File: src/rtl/pipe_hazard_ctrl.sv
// Stall/flush sequencer for the five-stage pipeline: drives freeze/clr of the FD, DE, EM, MW banks and the PC.
// Optional performance counters are built when PIPE_CTRL_PERF_CNT_EN is defined.
module pipe_hazard_ctrl #(
  parameter int DRAIN_CYCLES = 2,
  parameter int CNT_W        = 16
) (
  input  logic             clk,
  input  logic             global_rst,
  input  logic             ld_use_hazard,
  input  logic             branch_taken_EX,
  input  logic             imem_stall,
  input  logic             dmem_req,
  input  logic             dmem_done,
  input  logic             dump_EM,
  output logic             pc_freeze,
  output logic             freeze_FD,
  output logic             freeze_DE,
  output logic             freeze_EM,
  output logic             freeze_MW,
  output logic             clr_FD,
  output logic             clr_DE,
  output logic             clr_EM,
  output logic             clr_MW,
  output logic             halted,
  output logic [CNT_W-1:0] stall_cycles,
  output logic [CNT_W-1:0] flush_count
);

  typedef enum logic [1:0] {RUN, DMEM_WAIT, DRAIN, HALT} state_t;

  localparam logic [2:0] DRAIN_LAST = 3'(DRAIN_CYCLES - 1);

  state_t     state, state_nxt;
  logic [2:0] drain_cnt, drain_nxt;
  logic       mem_wait;
  logic       pc_r, ffd_r, fde_r, fem_r, fmw_r, cfd_r, cde_r, cem_r, cmw_r, halt_r;

  always_ff @(posedge clk or posedge global_rst) begin
    if (global_rst) begin
      state     <= RUN;
      drain_cnt <= 3'd0;
    end else begin
      state     <= state_nxt;
      drain_cnt <= drain_nxt;
    end
  end

  // DMEM_WAIT holds the row-1 stall until done, whatever dmem_req does meanwhile.
  assign mem_wait = (state == DMEM_WAIT) ? !dmem_done : (dmem_req && !dmem_done);

  always_comb begin
    state_nxt = state;
    drain_nxt = drain_cnt;
    pc_r  = 1'b0; ffd_r = 1'b0; fde_r = 1'b0; fem_r = 1'b0; fmw_r = 1'b0;
    cfd_r = 1'b0; cde_r = 1'b0; cem_r = 1'b0; cmw_r = 1'b0; halt_r = 1'b0;
    case (state)
      RUN, DMEM_WAIT: begin
        state_nxt = RUN;
        if (mem_wait) begin
          pc_r = 1'b1; ffd_r = 1'b1; fde_r = 1'b1; fem_r = 1'b1; cmw_r = 1'b1;
          state_nxt = DMEM_WAIT;
        end else if (dump_EM) begin
          pc_r = 1'b1; ffd_r = 1'b1; cde_r = 1'b1; cem_r = 1'b1;
          state_nxt = DRAIN;
          drain_nxt = 3'd0;
        end else if (branch_taken_EX) begin
          // Wrong-path load-use and fetch stalls are discarded by the flush.
          cfd_r = 1'b1; cde_r = 1'b1;
        end else if (ld_use_hazard) begin
          pc_r = 1'b1; ffd_r = 1'b1; cde_r = 1'b1;
        end else if (imem_stall) begin
          pc_r = 1'b1; cfd_r = 1'b1;
        end
      end
      DRAIN: begin
        pc_r = 1'b1; ffd_r = 1'b1; fde_r = 1'b1; cem_r = 1'b1; cmw_r = 1'b1;
        drain_nxt = drain_cnt + 3'd1;
        if (drain_cnt >= DRAIN_LAST) state_nxt = HALT;
      end
      HALT: begin
        pc_r = 1'b1; ffd_r = 1'b1; fde_r = 1'b1; fem_r = 1'b1; fmw_r = 1'b1;
        halt_r = 1'b1;
      end
      default: state_nxt = RUN;
    endcase
  end

  assign pc_freeze = pc_r   & ~global_rst;
  assign freeze_FD = ffd_r  & ~global_rst;
  assign freeze_DE = fde_r  & ~global_rst;
  assign freeze_EM = fem_r  & ~global_rst;
  assign freeze_MW = fmw_r  & ~global_rst;
  assign clr_FD    = cfd_r  & ~global_rst;
  assign clr_DE    = cde_r  & ~global_rst;
  assign clr_EM    = cem_r  & ~global_rst;
  assign clr_MW    = cmw_r  & ~global_rst;
  assign halted    = halt_r & ~global_rst;

`ifdef PIPE_CTRL_PERF_CNT_EN
  logic [CNT_W-1:0] stall_q, flush_q;
  logic             flush_fire;

  // clr_FD together with clr_DE only occurs for a taken-branch flush.
  assign flush_fire = clr_FD & clr_DE;

  always_ff @(posedge clk or posedge global_rst) begin
    if (global_rst) begin
      stall_q <= '0;
      flush_q <= '0;
    end else begin
      if (pc_freeze && !halted && stall_q != '1) stall_q <= stall_q + CNT_W'(1);
      if (flush_fire && flush_q != '1)           flush_q <= flush_q + CNT_W'(1);
    end
  end

  assign stall_cycles = stall_q;
  assign flush_count  = flush_q;
`else
  assign stall_cycles = '0;
  assign flush_count  = '0;
`endif

endmodule

File: config.mk
export PLATFORM = sky130hd
export DESIGN_NAME = pipe_hazard_ctrl
export DESIGN_NICKNAME = d
export VERILOG_FILES = /design/src/rtl/pipe_hazard_ctrl.sv
export SDC_FILE = /design/constraint.sdc
export NUM_CORES = 1
export LEC_CHECK = 0
export CAP_MARGIN = 15
export CORE_MARGIN = 8
export CORE_UTILIZATION = 35
export CTS_CLUSTER_DIAMETER = 80
export DETAILED_ROUTE_END_ITERATION = 10
export PLACE_DENSITY = 0.94
export SLEW_MARGIN = 20
export SYNTH_ARGS = -nofsm -noshare
export SYNTH_HDL_FRONTEND = slang
export SYNTH_SLANG_ARGS = --single-unit
File: constraint.sdc
create_clock -name clk -period 2 [get_ports clk]
set_clock_uncertainty 0.2 [all_clocks]
set_input_delay 0.3 -clock clk [delete_from_list [all_inputs] [get_ports clk]]
set_output_delay 0.3 -clock clk [all_outputs]
set_load 0.01 [all_outputs]
==> flow_summary.ini, run 1 <==
[yosys]
ys_seq_area_share_pct = 19.3
synth_edf_count = 0
synth.area.mux_share_pct = 0
synth_cells = 79
synth_fa_ha_area_share_pct = 3.86
synth_simple_gate_area_share_pct = 13.3
synth_top_flop_cell = dfrtp_1
yosys.area_share.xor_xnor_pct = 0
mappedNetlistArea_sq_um = 648
ys_warn_count = 0
syn_area_per_cell_sq_um = 8.20
synthArstFlopShare_pct = 100
synth_top_family_by_area = buffers and inverters
yosys_register_bits = 5
synthDistinctLibCells = 27
synth_compound_area_share_pct = 18.9

[final_layout]
drive_gt1_share_pct = 26.0
final_common_cell = conb_1
area_growth_pct = 21.2
num-fill-cells = 167
mostFrequentLayoutCells = 32 x conb_1, 7 x buf_4, 6 x dlygate4sd2_1, 5 x inv_1
nets = 115
post-route-util_pct = 45.5
multi_input_area_sq_um = 373
seqCellArea_sq_um = 126
num_antenna_cells = 0

[drt]
ant_nets = 0
post_drt_wl_per_cell_um = 12.8
drtPass1Iterations = 2
drt-vias-per-instance = 4.09
drt_first_iter_violations = 13
postRouteWirelength_um = 1650
drc = 0
via_count = 528

[status]
outcome = completed

[setup_path]
path_class = reg2out
required_ns = 1.50
critical_path_arrival_ns = 1.40
path_max_fanout = 8
crit_slowest_cell = dfrtp_2
worst_path_largest_cell_delay_ns = 0.49
cp-end-kind = output pin
start_kind = register
path_cells = inv_2 > a21oi_2 > o21a_1 > dlygate4sd2_1
ff2ff_setup_slack_ns = 0.61

[timing]
hold_viol = 0
max_freq_mhz = 528
rsz0062_at_grt = false
report.final.slew_viol_count = 0
setup_violations = 0
period_share_pct = 94.8
fin_crit_ns = 1.90

[min_path]
hp-class = in2async

[floorplanning]
die_area_sq_um = 3480
fp.dieH_um = 59.0
start_util_pct = 37.5
top_level_ports = 50
die_w_um = 59.0
core_area_sq_um = 1730
rows = 15

[power]
p_switching_mw = 0.105
power_frac_clock_pct = 38.1
seqPwrFrac_pct = 34.0
p_int_mw = 0.210
p_leak_nw = 0.448
comb_power_share_pct = 27.8
fin_total_pwr_mw = 0.316
sw_frac_of_total_pct = 33.4
power_density_nw_per_um2 = 402
peakVddDrop_v = 0.000341

[placed_design]
hpwl_um = 1420
port_buffers = 17
place.gp.congestion = 0.849

[clock_tree]
h-tree-depth = 1
clock-sinks = 5
cts_tree = yes
root_buffer = clkbuf_4
path_clk_slew_ns = 0.04
cts_buffers = 3
clock_path_buffers = 2
clk_latency_ns = 0.25

[global_route]
grt_pass1_wl_um = 2420
grt_overflow = 0
grt_start_max_net_pins = 9
antenna_found_initial = 0
grt.total_usage_pct = 9.28
grt_pass1_vias = 524

[job]
maxCapViolations = 0
## layout make-up
cell class | instances | share of cell area (%)
inverter | 6 | 2.87
tap | 25 | 3.98
sequential | 5 | 16.1
timing repair buffer | 25 | 26.3
multi-input combinational | 64 | 47.5
clock buffer | 4 | 3.34
## kinds of logic (layout without fill, tap and decap cells)
family,count (synthesis),in the layout
AO/OA/AOI/OAI,17,17
adder cells (fa/ha/maj),2,2
buffers and inverters,41,35
flip-flops,5,5
other,1,32
AND/OR/NAND/NOR,13,13
## cells in the mapped netlist (2+ instances only)
cell	count	share of area (%)
a21oi_1	5	3.9
a31oi_1	2	1.9
buf_4	33	38
dfrtp_1	5	19
ha_1	2	3.9
inv_1	5	2.9
nand2_1	2	1.2
nand2b_1	2	1.9
nor2_1	3	1.7
nor3_1	3	2.3
## through the flow
| stage | setup slack (ns) | hold WS [ns] | cells | setup TNS, ns | cell area [sq um] |
|---|---|---|---|---|---|
| finish | 0.104 | 0.193 | 129 | 0 | 786 |
| global placement | -0.333 | 0.267 | 123 | -2.57 | 748 |
| floorplan | 0.432 | 0.0890 | 110 | 0 | 764 |
| CTS | 0.00153 | 0.169 | 129 | 0 | 774 |
| detailed placement | -0.365 | 0.310 | 123 | -2.84 | 748 |
| global route | 0.0122 | 0.206 | 129 | 0 | 786 |
## routing by layer
metal / track usage (%) / vias up / share of wire, %
met5: 0 / - / 0
met4: 5.46 / 0 / 2.9
met3: 3.90 / 4 / 10
met2: 16.8 / 35 / 50
met1: 8.40 / 243 / 37
li1: - / 246 / -
## sequential cells by signal (all words and copies together), names as in the netlist
register and cells:
state 2, drain_cnt 3
## worst max-delay path: cells and delay by family (launching register included)
kind,cells,cell delay [ns]
flip-flops,1,0.49
AO/OA/AOI/OAI,2,0.29
buffers and inverters,2,0.37
## what timing repair did
item | in CTS | in global routing
resized for setup | 30 | 7
setup buffers | 2 | 0
setup endpoints to repair | 10 | 7
pin swaps | 2 | 1
hold buffers | 0 | 0
## final timing paths
kind,start,to,depth (start not counted)
setup / recovery,state[1]$_DFFE_PP0P_,clr_EM,4
hold / removal,global_rst,drain_cnt[2]$_DFFE_PP0P_,3
setup reg to reg,state[1]$_DFFE_PP0P_,drain_cnt[1]$_DFFE_PP0P_,4
hold reg to reg,drain_cnt[2]$_DFFE_PP0P_,drain_cnt[2]$_DFFE_PP0P_,1
max in group asynchronous,global_rst,state[1]$_DFFE_PP0P_,3
min in group clk,dmem_done,drain_cnt[0]$_DFFE_PP0P_,4
## power by group through the flow
stage | Clock, mW | Sequential, mW | Combinational [mW]
5_1_grt | 0.133 | 0.108 | 0.0967
3_3_place_gp | 0 | 0.109 | 0.0864
4_1_cts | 0.121 | 0.108 | 0.0850
2_1_floorplan | 0 | 0.108 | 0.0996
6_report | 0.120 | 0.107 | 0.0878
3_5_place_dp | 0 | 0.109 | 0.0889
Power figures use the tool's default switching activity.
==> inputs of run 2 (changes only) <==
==> constraint.sdc (replaced) <==
create_clock -name clk -period 2 [get_ports clk]
set_clock_uncertainty 0.2 [all_clocks]
set_input_delay 0.6 -clock clk [delete_from_list [all_inputs] [get_ports clk]]
set_output_delay 0.6 -clock clk [all_outputs]
set_load 0.01 [all_outputs]
==> flow_summary.ini, run 2 (synthesized netlist as in run 1, its figures left out) <==
[status]
outcome = finished with violations
violations = setup timing

[timing]
setup_slack_ns = -0.234
hold_viol = 0
setup_tns_ns = -1.19
period_share_pct = 112
setup_violations = 8
fin_crit_ns = 2.23
rsz0062_at_grt = true
max_freq_mhz = 448
report.final.slew_viol_count = 0
fin_hold_ws_ns = 0.210

[clock_tree]
hold_buffers = 0
cts_tree = yes
clk_latency_ns = 0.25
root_buffer = clkbuf_4
cts_buffers = 3
clock-sinks = 5
h-tree-depth = 1
path_clk_slew_ns = 0.04
clock_path_buffers = 2

[setup_path]
path_max_fanout = 3
start_kind = input port
required_ns = 1.20
critical_path_arrival_ns = 1.43
cp-end-kind = output pin
path_class = in2out

[final_layout]
reg.largest.list = drain_cnt x3, state x2
multi_input_area_sq_um = 394
area_growth_pct = 29.9
mostFrequentLayoutCells = 32 x conb_1, 12 x buf_4, 11 x buf_2, 6 x buf_6
num_antenna_cells = 0
nets = 122
top_register = drain_cnt
final_common_cell = conb_1
seqCellArea_sq_um = 126
post-route-util_pct = 48.8
num-fill-cells = 180
final_cells = 136
drive_gt1_share_pct = 42.3
largest_register_ffs = 3

[floorplanning]
die_area_sq_um = 3480
rows = 15
die_w_um = 59.0
start_util_pct = 37.5
top_level_ports = 50
core_area_sq_um = 1730
fp.dieH_um = 59.0

[global_route]
antenna_found_initial = 0
grt_pass1_wl_um = 2620
grt_overflow = 0
grt_start_max_net_pins = 6
grt.total_usage_pct = 9.61
grt_pass1_vias = 602

[power]
peakVddDrop_v = 0.000235
p_leak_nw = 0.465
power_density_nw_per_um2 = 382
fin_total_pwr_mw = 0.322

[placed_design]
hpwl_um = 1500
place.gp.congestion = 0.875
placed_cells = 127
port_buffers = 17

[drt]
ant_nets = 0
drc = 0
drtPass1Iterations = 4
drt-vias-per-instance = 4.00
post_drt_wl_per_cell_um = 13.2
via_count = 544
drt_first_iter_violations = 7
postRouteWirelength_um = 1800

[job]
maxCapViolations = 0

[min_path]
hp-class = in2async
run 2: area by class of cell:
type                    instances  area share (%)
clock buffers                   4            3.12
flip-flops and latches          5            15.0
multi-input cells              64            46.8
repair buffers                 32            28.4
well taps                      25            3.71
inverters                       6            2.97
run 2: through the flow:
stage | worst slack [ns] | cell area, sq um
finish | -0.234 | 842
global route | -0.248 | 842
CTS | -0.255 | 783
detailed placement | -0.968 | 783
global placement | -0.943 | 783
floorplan | -0.00445 | 769
run 2: worst max-delay path, cell delays in order:
cell and delay, ns:
buf_6 0.09, o21ba_4 0.25, nor3_4 0.04, buf_4 0.15, a21oi_2 0.15, buf_2 0.15
run 2: final timing paths:
check | from | to | slack (ns) | cells past startpoint
max in group asynchronous | global_rst | state[1]$_DFFE_PP0P_ | 1.27 | 3
hold reg to reg | drain_cnt[2]$_DFFE_PP0P_ | drain_cnt[2]$_DFFE_PP0P_ | 0.29 | 1
min in group clk | drain_cnt[2]$_DFFE_PP0P_ | drain_cnt[2]$_DFFE_PP0P_ | 0.29 | 1
hold / removal | global_rst | drain_cnt[2]$_DFFE_PP0P_ | 0.21 | 3
setup / recovery | dmem_done | freeze_FD | -0.23 | 6
setup reg to reg | state[0]$_DFFE_PP0P_ | drain_cnt[2]$_DFFE_PP0P_ | 0.51 | 7
run 2: report_power, final:
part | total, mW | switching, mW | leakage [nW] | internal, mW
registers | 0.108 | 0.00287 | 0.0558 | 0.105
logic | 0.0925 | 0.0606 | 0.395 | 0.0319
clock network | 0.122 | 0.0462 | 0.0150 | 0.0757
run 2: metal layers:
metal  global-route usage, %  wire length (um)  vias up
met5                       0                 0        -
met4                    5.12                29        0
met3                    3.47               180        3
met2                    17.8               919       34
met1                    8.93               666      248
li1                        -                 -      259
run 2: timing repair:
| action | CTS | global route |
|---|---|---|
| setup buffers | 1 | 4 |
| pin swaps | 5 | 5 |
| resized for setup | 68 | 10 |
| setup endpoints to repair | 10 | 10 |
==> inputs of run 3 (changes only) <==
Settings changed: CORE_MARGIN 8 to 2, SLEW_MARGIN 20 to not set.
==> flow_summary.ini, run 3 (synthesized netlist as in run 1, its figures left out) <==
[drt]
post_drt_wl_per_cell_um = 10.1
drt_first_iter_violations = 23
drc = 0
via_count = 556
drtPass1Iterations = 4
postRouteWirelength_um = 1350
ant_nets = 0
drt-vias-per-instance = 4.18

[final_layout]
final_area_sq_um = 791
mostFrequentLayoutCells = 32 x conb_1, 12 x buf_2, 11 x buf_4, 4 x inv_1, 4 x dfrtp_1
final_cells = 133
drive_gt1_share_pct = 40.7
num_antenna_cells = 0
top_register = drain_cnt
num-fill-cells = 189
area_growth_pct = 22.0
reg.largest.list = drain_cnt x3, state x2
largest_register_ffs = 3
final_common_cell = conb_1
nets = 119

[timing]
max_freq_mhz = 453
fin_hold_ws_ns = 0.195
hold_viol = 0
fin_crit_ns = 2.21
period_share_pct = 110
setup_slack_ns = -0.208
setup_violations = 8
rsz0062_at_grt = true
report.final.slew_viol_count = 0

[global_route]
grt.total_usage_pct = 12.3
grt_start_max_net_pins = 6
grt_overflow = 0
grt_pass1_wl_um = 1900
grt_pass1_vias = 456
antenna_found_initial = 0

[setup_path]
timing.rr.start = state[1]$_DFFE_PP0P_
cp-end-kind = output pin
path_class = in2out
path_max_fanout = 3
required_ns = 1.20
start_kind = input port
worstRegToRegCells = 4
ff2ff_setup_slack_ns = 0.62
critical_path_arrival_ns = 1.41
reg2reg_to = drain_cnt[1]$_DFFE_PP0P_

[clock_tree]
clock_path_buffers = 2
cts_tree = yes
hold_buffers = 0
clock-sinks = 5
root_buffer = clkbuf_4
cts_buffers = 3
clk_latency_ns = 0.24
h-tree-depth = 1
path_clk_slew_ns = 0.05

[floorplanning]
fp.dieH_um = 47.0
top_level_ports = 50
start_util_pct = 37.5
die_area_sq_um = 2210
die_w_um = 47.0
core_area_sq_um = 1730
rows = 15

[power]
seqPwrFrac_pct = 34.5
sw_frac_of_total_pct = 32.7
fin_total_pwr_mw = 0.312
p_switching_mw = 0.102
power_frac_clock_pct = 37.4
p_int_mw = 0.210
comb_power_share_pct = 28.2
p_leak_nw = 0.444
power_density_nw_per_um2 = 394
peakVddDrop_v = 0.000198

[placed_design]
port_buffers = 17
hpwl_um = 1120
placed_cell_area_sq_um = 783
place.gp.congestion = 0.769
placed_cells = 127
pre_cts_ws_ns = -1.00

[status]
outcome = finished with violations
violations = setup timing

[min_path]
hp-class = in2async

[job]
maxCapViolations = 0
## run 3: through the flow
stage	setup TNS (ns)	utilization, %
3_3_place_gp	-8.40	45.4
2_1_floorplan	-0.00445	-
6_report	-0.910	45.8
3_5_place_dp	-8.73	45.4
5_1_grt	-1.28	45.8
4_1_cts	-1.14	45.8
## run 3: worst max-delay path by stage
| stage | from | endpoint | cells after the start | slack (ns) |
|---|---|---|---|---|
| after global routing | dmem_req | clr_FD | 5 | -0.24 |
| after floorplan | dmem_done | clr_MW | 3 | -0.004 |
| after detailed placement | dmem_done | clr_FD | 5 | -1.00 |
| final | dmem_req | clr_FD | 5 | -0.21 |
| after CTS | dmem_req | clr_FD | 5 | -0.29 |
| after global placement | dmem_req | clr_FD | 5 | -0.93 |
## run 3: routing by layer
layer	routed length [um]	global-route usage, %
met5	0	0
met1	480	14.5
met4	8	4.44
met3	178	3.85
met2	679	21.1
## run 3: area by class of cell
cell class                      instances  area, sq um  area share (%)
Clock buffer                            4         26.3            3.32
Inverter                                6         22.5            2.85
Tap cell                               25         31.3            3.96
Multi-Input combinational cell         64          385            48.7
Timing Repair Buffer                   29          199            25.2
Sequential cell                         5          126            16.0
## run 3: critical path, cell delays in order
cell and delay, ns:
buf_6 0.09, o21ba_4 0.21, nor3_4 0.14, nor3b_2 0.20, buf_2 0.16
## run 3: timing repair
item | 4_1_cts | 5_1_grt
setup buffers | 2 | 0
resized for setup | 69 | 3
setup endpoints to repair | 10 | 10
pin swaps | 5 | 3
## run 3: power by group through the flow
stage	registers, mW	logic [mW]	clock network [mW]
2_1_floorplan	0.108	0.0999	0
3_3_place_gp	0.109	0.0888	0
3_5_place_dp	0.109	0.0920	0
4_1_cts	0.107	0.0863	0.119
5_1_grt	0.108	0.0975	0.125
6_report	0.107	0.0878	0.117
